--- config.mk ---
export PLATFORM = sky130hd
export DESIGN_NAME = banco_controlador_flat
export DESIGN_NICKNAME = d
export VERILOG_FILES = /design/src/rtl/banco_controlador_pkg.sv /design/src/rtl/banco_controlador_if.sv /design/src/rtl/banco_controlador_alu.sv /design/src/rtl/banco_controlador.sv /design/src/flat_wrapper.sv
export SDC_FILE = /design/constraint.sdc
export NUM_CORES = 1
export LEC_CHECK = 0
export BUFFER_PORTS_ARGS = -buffer_cell sky130_fd_sc_hd__buf_4
export CORE_MARGIN = 1.5
export CORE_UTILIZATION = 59
export DETAILED_ROUTE_END_ITERATION = 12
export PLACE_DENSITY = 0.86
export RECOVER_POWER = 100
export SLEW_MARGIN = 20
export SYNTH_ARGS = -nofsm -noshare
export SYNTH_HDL_FRONTEND = slang
export SYNTH_SLANG_ARGS = --single-unit
--- constraint.sdc ---
create_clock -name clk -period 4.1 [get_ports clk]
set_clock_uncertainty 0.1 [all_clocks]
set_input_delay 0.41 -clock clk [delete_from_list [all_inputs] [get_ports clk]]
set_output_delay 0.41 -clock clk [all_outputs]
set_load 0.02 [all_outputs]
--- src/rtl/banco_controlador_pkg.sv ---
// Shared types and constants for the register-bank command controller.
// Contents:
//   N, W, SHW  : address width, data width, shift-amount width
//   op_e       : 3-bit command opcode
//   state_e    : controller FSM state
//   is_ldi()   : decodes LDI, which rides on the SHR opcode with an all-ones rs2 field
// Optional build macro CTRL_MUL_EN changes the meaning of OP_MUL (see banco_controlador_alu).
package banco_controlador_pkg;

  localparam int N   = 6;
  localparam int W   = 6;
  localparam int SHW = $clog2(W);

  typedef enum logic [2:0] {
    OP_ADD = 3'd0,
    OP_SUB = 3'd1,
    OP_AND = 3'd2,
    OP_OR  = 3'd3,
    OP_XOR = 3'd4,
    OP_SHL = 3'd5,
    OP_SHR = 3'd6,
    OP_MUL = 3'd7
  } op_e;

  typedef enum logic [1:0] {
    IDLE  = 2'd0,
    READ  = 2'd1,
    EXEC  = 2'd2,
    WRITE = 2'd3
  } state_e;

  // LDI has no opcode of its own: a shift right whose rs2 field is all ones
  // is taken as "load immediate".
  function automatic logic is_ldi(op_e op, logic [N-1:0] rs2_field);
    return (op == OP_SHR) && (&rs2_field);
  endfunction

endpackage

--- src/rtl/banco_controlador_if.sv ---
// Interface bundling the command handshake, register-bank port and status
// outputs of banco_controlador.
//   master : the controller (accepts commands, drives bank addresses/write)
//   slave  : the environment (sequencer + register bank)
// Signals: cmd_valid/cmd_ready/cmd_op/cmd_rd/cmd_rs1/cmd_rs2/cmd_imm,
//          we/data_in/addr_rd/addr_rs1/addr_rs2/rs1/rs2,
//          busy/done/err/result/flag_z/flag_c.
interface banco_controlador_if;
  import banco_controlador_pkg::*;

  logic         cmd_valid;
  logic         cmd_ready;
  logic [2:0]   cmd_op;
  logic [N-1:0] cmd_rd;
  logic [N-1:0] cmd_rs1;
  logic [N-1:0] cmd_rs2;
  logic [W-1:0] cmd_imm;

  logic         we;
  logic [W-1:0] data_in;
  logic [N-1:0] addr_rd;
  logic [N-1:0] addr_rs1;
  logic [N-1:0] addr_rs2;
  logic [W-1:0] rs1;
  logic [W-1:0] rs2;

  logic         busy;
  logic         done;
  logic         err;
  logic [W-1:0] result;
  logic         flag_z;
  logic         flag_c;

  modport master (
    input  cmd_valid, cmd_op, cmd_rd, cmd_rs1, cmd_rs2, cmd_imm, rs1, rs2,
    output cmd_ready, we, data_in, addr_rd, addr_rs1, addr_rs2,
           busy, done, err, result, flag_z, flag_c
  );

  modport slave (
    output cmd_valid, cmd_op, cmd_rd, cmd_rs1, cmd_rs2, cmd_imm, rs1, rs2,
    input  cmd_ready, we, data_in, addr_rd, addr_rs1, addr_rs2,
           busy, done, err, result, flag_z, flag_c
  );

endinterface

--- src/rtl/banco_controlador_alu.sv ---
// Combinational ALU for banco_controlador.
// Ports:
//   op_i      : opcode
//   ldi_i     : command is LDI (overrides op_i)
//   a_i, b_i  : operands (rs1, rs2)
//   imm_i     : immediate for LDI
//   result_o  : W-bit result
//   carry_o   : carry (ADD), borrow (SUB), high-product OR (MUL), else 0
//   illegal_o : opcode not supported in this build
// Build macro CTRL_MUL_EN: when defined OP_MUL multiplies; otherwise OP_MUL
// is reported illegal and no multiplier exists.
module banco_controlador_alu
  import banco_controlador_pkg::*;
(
  input  op_e          op_i,
  input  logic         ldi_i,
  input  logic [W-1:0] a_i,
  input  logic [W-1:0] b_i,
  input  logic [W-1:0] imm_i,
  output logic [W-1:0] result_o,
  output logic         carry_o,
  output logic         illegal_o
);

  logic [W:0]     sum;
  logic [W:0]     diff;
  logic [SHW-1:0] shamt;
  logic           sh_oob;

  assign sum    = {1'b0, a_i} + {1'b0, b_i};
  // Zero-extended subtraction: bit W is set exactly when a_i < b_i.
  assign diff   = {1'b0, a_i} - {1'b0, b_i};
  assign shamt  = b_i[SHW-1:0];
  // SHW bits can encode amounts >= W when W is not a power of two.
  assign sh_oob = (int'(shamt) >= W);

`ifdef CTRL_MUL_EN
  logic [2*W-1:0] prod;
  assign prod = (2*W)'(a_i) * (2*W)'(b_i);
`endif

  always_comb begin
    result_o  = '0;
    carry_o   = 1'b0;
    illegal_o = 1'b0;
    if (ldi_i) begin
      result_o = imm_i;
    end else begin
      case (op_i)
        OP_ADD: begin
          result_o = sum[W-1:0];
          carry_o  = sum[W];
        end
        OP_SUB: begin
          result_o = diff[W-1:0];
          carry_o  = diff[W];
        end
        OP_AND: result_o = a_i & b_i;
        OP_OR:  result_o = a_i | b_i;
        OP_XOR: result_o = a_i ^ b_i;
        OP_SHL: result_o = sh_oob ? '0 : (a_i << shamt);
        OP_SHR: result_o = sh_oob ? '0 : (a_i >> shamt);
        OP_MUL: begin
`ifdef CTRL_MUL_EN
          result_o = prod[W-1:0];
          carry_o  = |prod[2*W-1:W];
`else
          illegal_o = 1'b1;
`endif
        end
        default: result_o = '0;
      endcase
    end
  end

endmodule

--- src/rtl/banco_controlador.sv ---
// Command-driven initiator for a two-read/one-write register bank.
// Takes one ALU command per valid/ready handshake, reads rs1/rs2 from the
// bank, computes, and writes the result back in a single-cycle write.
// Ports:
//   clk : system clock
//   rst : synchronous active-high reset
//   bus : banco_controlador_if.master (command, bank port, status)
// Build macro CTRL_MUL_EN enables OP_MUL (handled inside banco_controlador_alu);
// without it opcode 7 pulses err and the command is dropped.
//
// state | meaning
// IDLE  | cmd_ready high, latch command on handshake
// READ  | drive read addresses, capture rs1/rs2 into operand regs
// EXEC  | compute, register result/flags (or pulse err on illegal op)
// WRITE | we (unless rd==0) and done for one cycle
module banco_controlador
  import banco_controlador_pkg::*;
(
  input  logic                clk,
  input  logic                rst,
  banco_controlador_if.master bus
);

  state_e       state_q, state_d;
  op_e          op_q;
  logic         ldi_q;
  logic [N-1:0] rd_q;
  logic [N-1:0] rs1a_q;
  logic [N-1:0] rs2a_q;
  logic [W-1:0] imm_q;
  logic [W-1:0] opa_q;
  logic [W-1:0] opb_q;
  logic [W-1:0] result_q;
  logic         flag_z_q;
  logic         flag_c_q;
  logic [N-1:0] addr_rd_q;

  logic [W-1:0] alu_res;
  logic         alu_c;
  logic         alu_illegal;

  banco_controlador_alu u_alu (
    .op_i      (op_q),
    .ldi_i     (ldi_q),
    .a_i       (opa_q),
    .b_i       (opb_q),
    .imm_i     (imm_q),
    .result_o  (alu_res),
    .carry_o   (alu_c),
    .illegal_o (alu_illegal)
  );

  always_comb begin
    state_d = state_q;
    case (state_q)
      IDLE:    if (bus.cmd_valid) state_d = READ;
      READ:    state_d = EXEC;
      EXEC:    state_d = alu_illegal ? IDLE : WRITE;
      WRITE:   state_d = IDLE;
      default: state_d = IDLE;
    endcase
  end

  always_ff @(posedge clk) begin
    if (rst) begin
      state_q   <= IDLE;
      op_q      <= OP_ADD;
      ldi_q     <= 1'b0;
      rd_q      <= '0;
      rs1a_q    <= '0;
      rs2a_q    <= '0;
      imm_q     <= '0;
      opa_q     <= '0;
      opb_q     <= '0;
      result_q  <= '0;
      flag_z_q  <= 1'b0;
      flag_c_q  <= 1'b0;
      addr_rd_q <= '0;
    end else begin
      state_q <= state_d;
      if (state_q == IDLE && bus.cmd_valid) begin
        op_q   <= op_e'(bus.cmd_op);
        ldi_q  <= is_ldi(op_e'(bus.cmd_op), bus.cmd_rs2);
        rd_q   <= bus.cmd_rd;
        rs1a_q <= bus.cmd_rs1;
        rs2a_q <= bus.cmd_rs2;
        imm_q  <= bus.cmd_imm;
      end
      if (state_q == READ) begin
        opa_q <= bus.rs1;
        opb_q <= bus.rs2;
      end
      // Illegal commands leave result, flags and write address untouched.
      if (state_q == EXEC && !alu_illegal) begin
        result_q  <= alu_res;
        flag_z_q  <= (alu_res == '0);
        flag_c_q  <= alu_c;
        addr_rd_q <= rd_q;
      end
    end
  end

  assign bus.cmd_ready = (state_q == IDLE);
  assign bus.busy      = (state_q != IDLE);
  assign bus.done      = (state_q == WRITE);
  // Register 0 is hard zero in the bank: never write it.
  assign bus.we        = (state_q == WRITE) && (addr_rd_q != '0);
  assign bus.err       = (state_q == EXEC) && alu_illegal;
  assign bus.addr_rd   = addr_rd_q;
  assign bus.data_in   = result_q;
  assign bus.addr_rs1  = rs1a_q;
  assign bus.addr_rs2  = rs2a_q;
  assign bus.result    = result_q;
  assign bus.flag_z    = flag_z_q;
  assign bus.flag_c    = flag_c_q;

endmodule
--- src/flat_wrapper.sv ---
// flat-port wrapper written by rule: the top's interface ports become plain ports
module banco_controlador_flat import banco_controlador_pkg::*;
  (clk, rst, bus_cmd_valid, bus_cmd_op, bus_cmd_rd, bus_cmd_rs1, bus_cmd_rs2, bus_cmd_imm, bus_rs1, bus_rs2, bus_cmd_ready, bus_we, bus_data_in, bus_addr_rd, bus_addr_rs1, bus_addr_rs2, bus_busy, bus_done, bus_err, bus_result, bus_flag_z, bus_flag_c);
  banco_controlador_if bus_i ();
  input  logic clk;
  input  logic rst;
  input wire logic [$bits(bus_i.cmd_valid)-1:0] bus_cmd_valid;
  input wire logic [$bits(bus_i.cmd_op)-1:0] bus_cmd_op;
  input wire logic [$bits(bus_i.cmd_rd)-1:0] bus_cmd_rd;
  input wire logic [$bits(bus_i.cmd_rs1)-1:0] bus_cmd_rs1;
  input wire logic [$bits(bus_i.cmd_rs2)-1:0] bus_cmd_rs2;
  input wire logic [$bits(bus_i.cmd_imm)-1:0] bus_cmd_imm;
  input wire logic [$bits(bus_i.rs1)-1:0] bus_rs1;
  input wire logic [$bits(bus_i.rs2)-1:0] bus_rs2;
  output wire logic [$bits(bus_i.cmd_ready)-1:0] bus_cmd_ready;
  output wire logic [$bits(bus_i.we)-1:0] bus_we;
  output wire logic [$bits(bus_i.data_in)-1:0] bus_data_in;
  output wire logic [$bits(bus_i.addr_rd)-1:0] bus_addr_rd;
  output wire logic [$bits(bus_i.addr_rs1)-1:0] bus_addr_rs1;
  output wire logic [$bits(bus_i.addr_rs2)-1:0] bus_addr_rs2;
  output wire logic [$bits(bus_i.busy)-1:0] bus_busy;
  output wire logic [$bits(bus_i.done)-1:0] bus_done;
  output wire logic [$bits(bus_i.err)-1:0] bus_err;
  output wire logic [$bits(bus_i.result)-1:0] bus_result;
  output wire logic [$bits(bus_i.flag_z)-1:0] bus_flag_z;
  output wire logic [$bits(bus_i.flag_c)-1:0] bus_flag_c;
  assign bus_i.cmd_valid = bus_cmd_valid;
  assign bus_i.cmd_op = bus_cmd_op;
  assign bus_i.cmd_rd = bus_cmd_rd;
  assign bus_i.cmd_rs1 = bus_cmd_rs1;
  assign bus_i.cmd_rs2 = bus_cmd_rs2;
  assign bus_i.cmd_imm = bus_cmd_imm;
  assign bus_i.rs1 = bus_rs1;
  assign bus_i.rs2 = bus_rs2;
  assign bus_cmd_ready = bus_i.cmd_ready;
  assign bus_we = bus_i.we;
  assign bus_data_in = bus_i.data_in;
  assign bus_addr_rd = bus_i.addr_rd;
  assign bus_addr_rs1 = bus_i.addr_rs1;
  assign bus_addr_rs2 = bus_i.addr_rs2;
  assign bus_busy = bus_i.busy;
  assign bus_done = bus_i.done;
  assign bus_err = bus_i.err;
  assign bus_result = bus_i.result;
  assign bus_flag_z = bus_i.flag_z;
  assign bus_flag_c = bus_i.flag_c;
  banco_controlador u_core (.clk(clk), .rst(rst), .bus(bus_i));
endmodule
==> results.ini <==
[worst_setup_path]
path_max_fanout = 16
criticalPathCategory = flop to flop
start_kind = flop
worstPathArrival_ns = 3.13
endpoint_kind = flop
worstPathRequired_ns = 4.25

[floorplan]
start_util_pct = 62.0
fp.dieW_um = 79.5
boundaryPins = 79
placementRows = 27
die_h_um = 79.5
coreArea_mm2 = 0.00557
die_area_mm2 = 0.00633

[timing]
finalHoldViolCount = 0
slew_headroom_pct = 6.55
rsz0062_at_grt = false
min_period_over_period_pct = 72.7
slew_violations = 0
layout_min_cycle_time_ns = 2.98
tightest_slew_ns = 1.40
max_clock_freq_ghz = 0.336
fin_setup_tns_ns = 0
finalSetupViolCount = 0

[route]
drtAntennaViolNets = 0
wl_per_cell_um = 16.5
dr.pass1.iters = 5
drt-total-wl_mm = 9.51
drc_errors = 0
vias_per_cell = 6.05
drtIter0Drc = 430
vias = 3493

[placement]
port_buffers = 78
placed_cells = 570
dp_hpwl_mm = 6.95
placed_area_mm2 = 0.00395
gp_congestion = 1.08

[cts]
cts_setup_buffers = 0
clk_path_buf_depth = 2
path_clk_slew_ns = 0.10
cts_tree = done
h-tree-depth = 2
worstSkewPairLatency_ns = 0.31
cts_buffers = 5
ctsResizeCount = 0
cts-root-buf = clkbuf_8
cts_sinks = 56
postCtsHoldBufs = 0

[synthesis]
synth-edff-count = 0
synth.ff_latch_count = 56
synthArstFlopShare_pct = 0
synthesis.instances = 453
yosys_warnings = 0
ys.flop_type = dfxtp_1
syn_nets = 516
ys_seq_area_share_pct = 32.4
syn_area_mm2 = 0.00346
syn_avg_cell_area_um2 = 7.63
ys_types = 63

[power_and_ir_drop]
p_per_area_mw_per_mm2 = 325
peakVddDrop_uv = 282
leakagePower_nw = 1.47

[flow_run]
cap_viol_max_count = 0

[global_route]
grt_max_degree = 58
overflow = 0
antenna_found_initial = 0
grt_pass1_vias = 3096
grt_pass1_wl_mm = 15.4
grt_use_total_pct = 31.1

[finish]
drive_above_1_share_pct = 12.3
syn2layout_area_growth_pct = 12.8
layout_common_cells = nand2_1 (110), a21oi_1 (68), dfxtp_1 (56)
mostFrequentLayoutCell = nand2_1
layout.cells.non_filler = 577
finish.net_count = 568
stdcell_area_mm2 = 0.00390
antenna-diode-count = 0

[worst_hold_path]
hold_class = input port to flop

[outcome]
status = completed

==> layout make-up <==
| type | count | area (µm²) |
|---|---|---|
| multi-input combinational | 341 | 2070 |
| sequential | 56 | 1120 |
| clock buffer | 5 | 68.8 |
| timing repair buffer | 81 | 465 |
| inverter | 20 | 75.1 |
| fill | 496 | 1680 |
| tap | 72 | 90.1 |
| clock inverter | 2 | 12.5 |
==> final timing paths <==
| kind | slack, ns | start | depth (start not counted) | end |
|---|---|---|---|---|
| setup / recovery | 1.12 | u_core.opb_q[0] | 10 | u_core.bus.flag_z |
| hold / removal | 0.24 | bus_rs1[1] | 3 | u_core.opa_q[1] |
| setup reg to reg | 1.12 | u_core.opb_q[0] | 10 | u_core.bus.flag_z |
| hold reg to reg | 0.36 | u_core.rd_q[2] | 2 | u_core.rd_q[2] |
==> cells by family (layout without fill, tap and decap cells) <==
family | Yosys count | in the layout | synth area share (%)
adders and majority gates | 21 | 21 | 8.04
muxes | 5 | 5 | 1.85
DFF | 56 | 56 | 32.4
xor gates and xnor gates | 4 | 4 | 1.01
and+or+nand+nor | 187 | 187 | 25.3
buffers and inverters | 56 | 108 | 7.97
AOI/OAI and AO/OA | 124 | 124 | 23.4
==> registers in the layout (all words and copies together), names as in the netlist <==
register,cells
u_core.imm_q,6
u_core.bus.flag_z,1
u_core.opa_q,6
u_core.bus.addr_rs1,6
u_core.op_q,3
u_core.bus.addr_rd,6
u_core.bus.addr_rs2,6
u_core.bus.data_in,6
u_core.bus.flag_c,1
u_core.opb_q,6
u_core.ldi_q,1
u_core.state_q,2
u_core.rd_q,6
==> where the power goes <==
part | internal, mW | switching [mW]
clock network | 0.116 | 0.177
registers | 0.580 | 0.0528
logic | 0.132 | 0.208
total | 0.828 | 0.437
==> worst max-delay path, stage by stage (launching register included) <==
cell and delay (ns):
dfxtp_1 0.74, ha_1 0.27, inv_1 0.05, fa_1 0.38, nand2b_1 0.16, a32oi_1 0.19, nand3b_1 0.10, a211oi_1 0.34
nand3_1 0.11, or4_1 0.41, nand2_1 0.06
==> layer usage <==
layer  share of wire (%)  global-route usage, %  up-vias  routed length [µm]
met1                  43                   42.7     1650                4100
met5                   0                      0        -                   0
met2                  49                   50.6      159                4640
met3                 6.7                   4.69       10                 637
li1                    -                      -     1674                   -
met4                 1.3                   8.42        0                 128
==> through the flow <==
step	utilization, %	hold WS (ns)	power [mW]	setup WS, ns
6_report	69.9	0.239	1.27	1.12
5_1_grt	69.9	0.226	1.34	0.940
4_1_cts	72.4	0.237	1.28	1.19
3_5_place_dp	70.9	0.347	0.999	1.23
3_3_place_gp	70.9	0.336	0.991	1.29
2_1_floorplan	-	0.332	0.882	1.44
==> cells in the mapped netlist, types with 3 or more instances <==
cell type	instances	area (µm²)
buf_4	8	60.1
nand4_1	5	31.3
a22oi_1	4	30.0
a31oi_1	6	37.5
nor3_1	5	25.0
inv_2	3	11.3
a211oi_1	5	37.5
ha_1	19	238
dfxtp_1	56	1120
a21oi_1	68	340
nor2b_1	15	93.8
or4_1	3	22.5
and2_1	4	25.0
o2111ai_1	3	26.3
nand2b_1	8	50.1
xor2_1	3	26.3
a32oi_1	5	43.8
nand2_1	110	413
nand3b_1	5	37.5
nor2_1	12	45.0
nand3_1	8	40.0
o221ai_1	5	43.8
inv_1	17	63.8
buf_6	4	45.0
o21ai_0	3	15.0
mux2i_1	3	30.0
clkbuf_1	18	67.6
buf_2	4	20.0
Note: power is estimated with default switching activity, not from simulation.
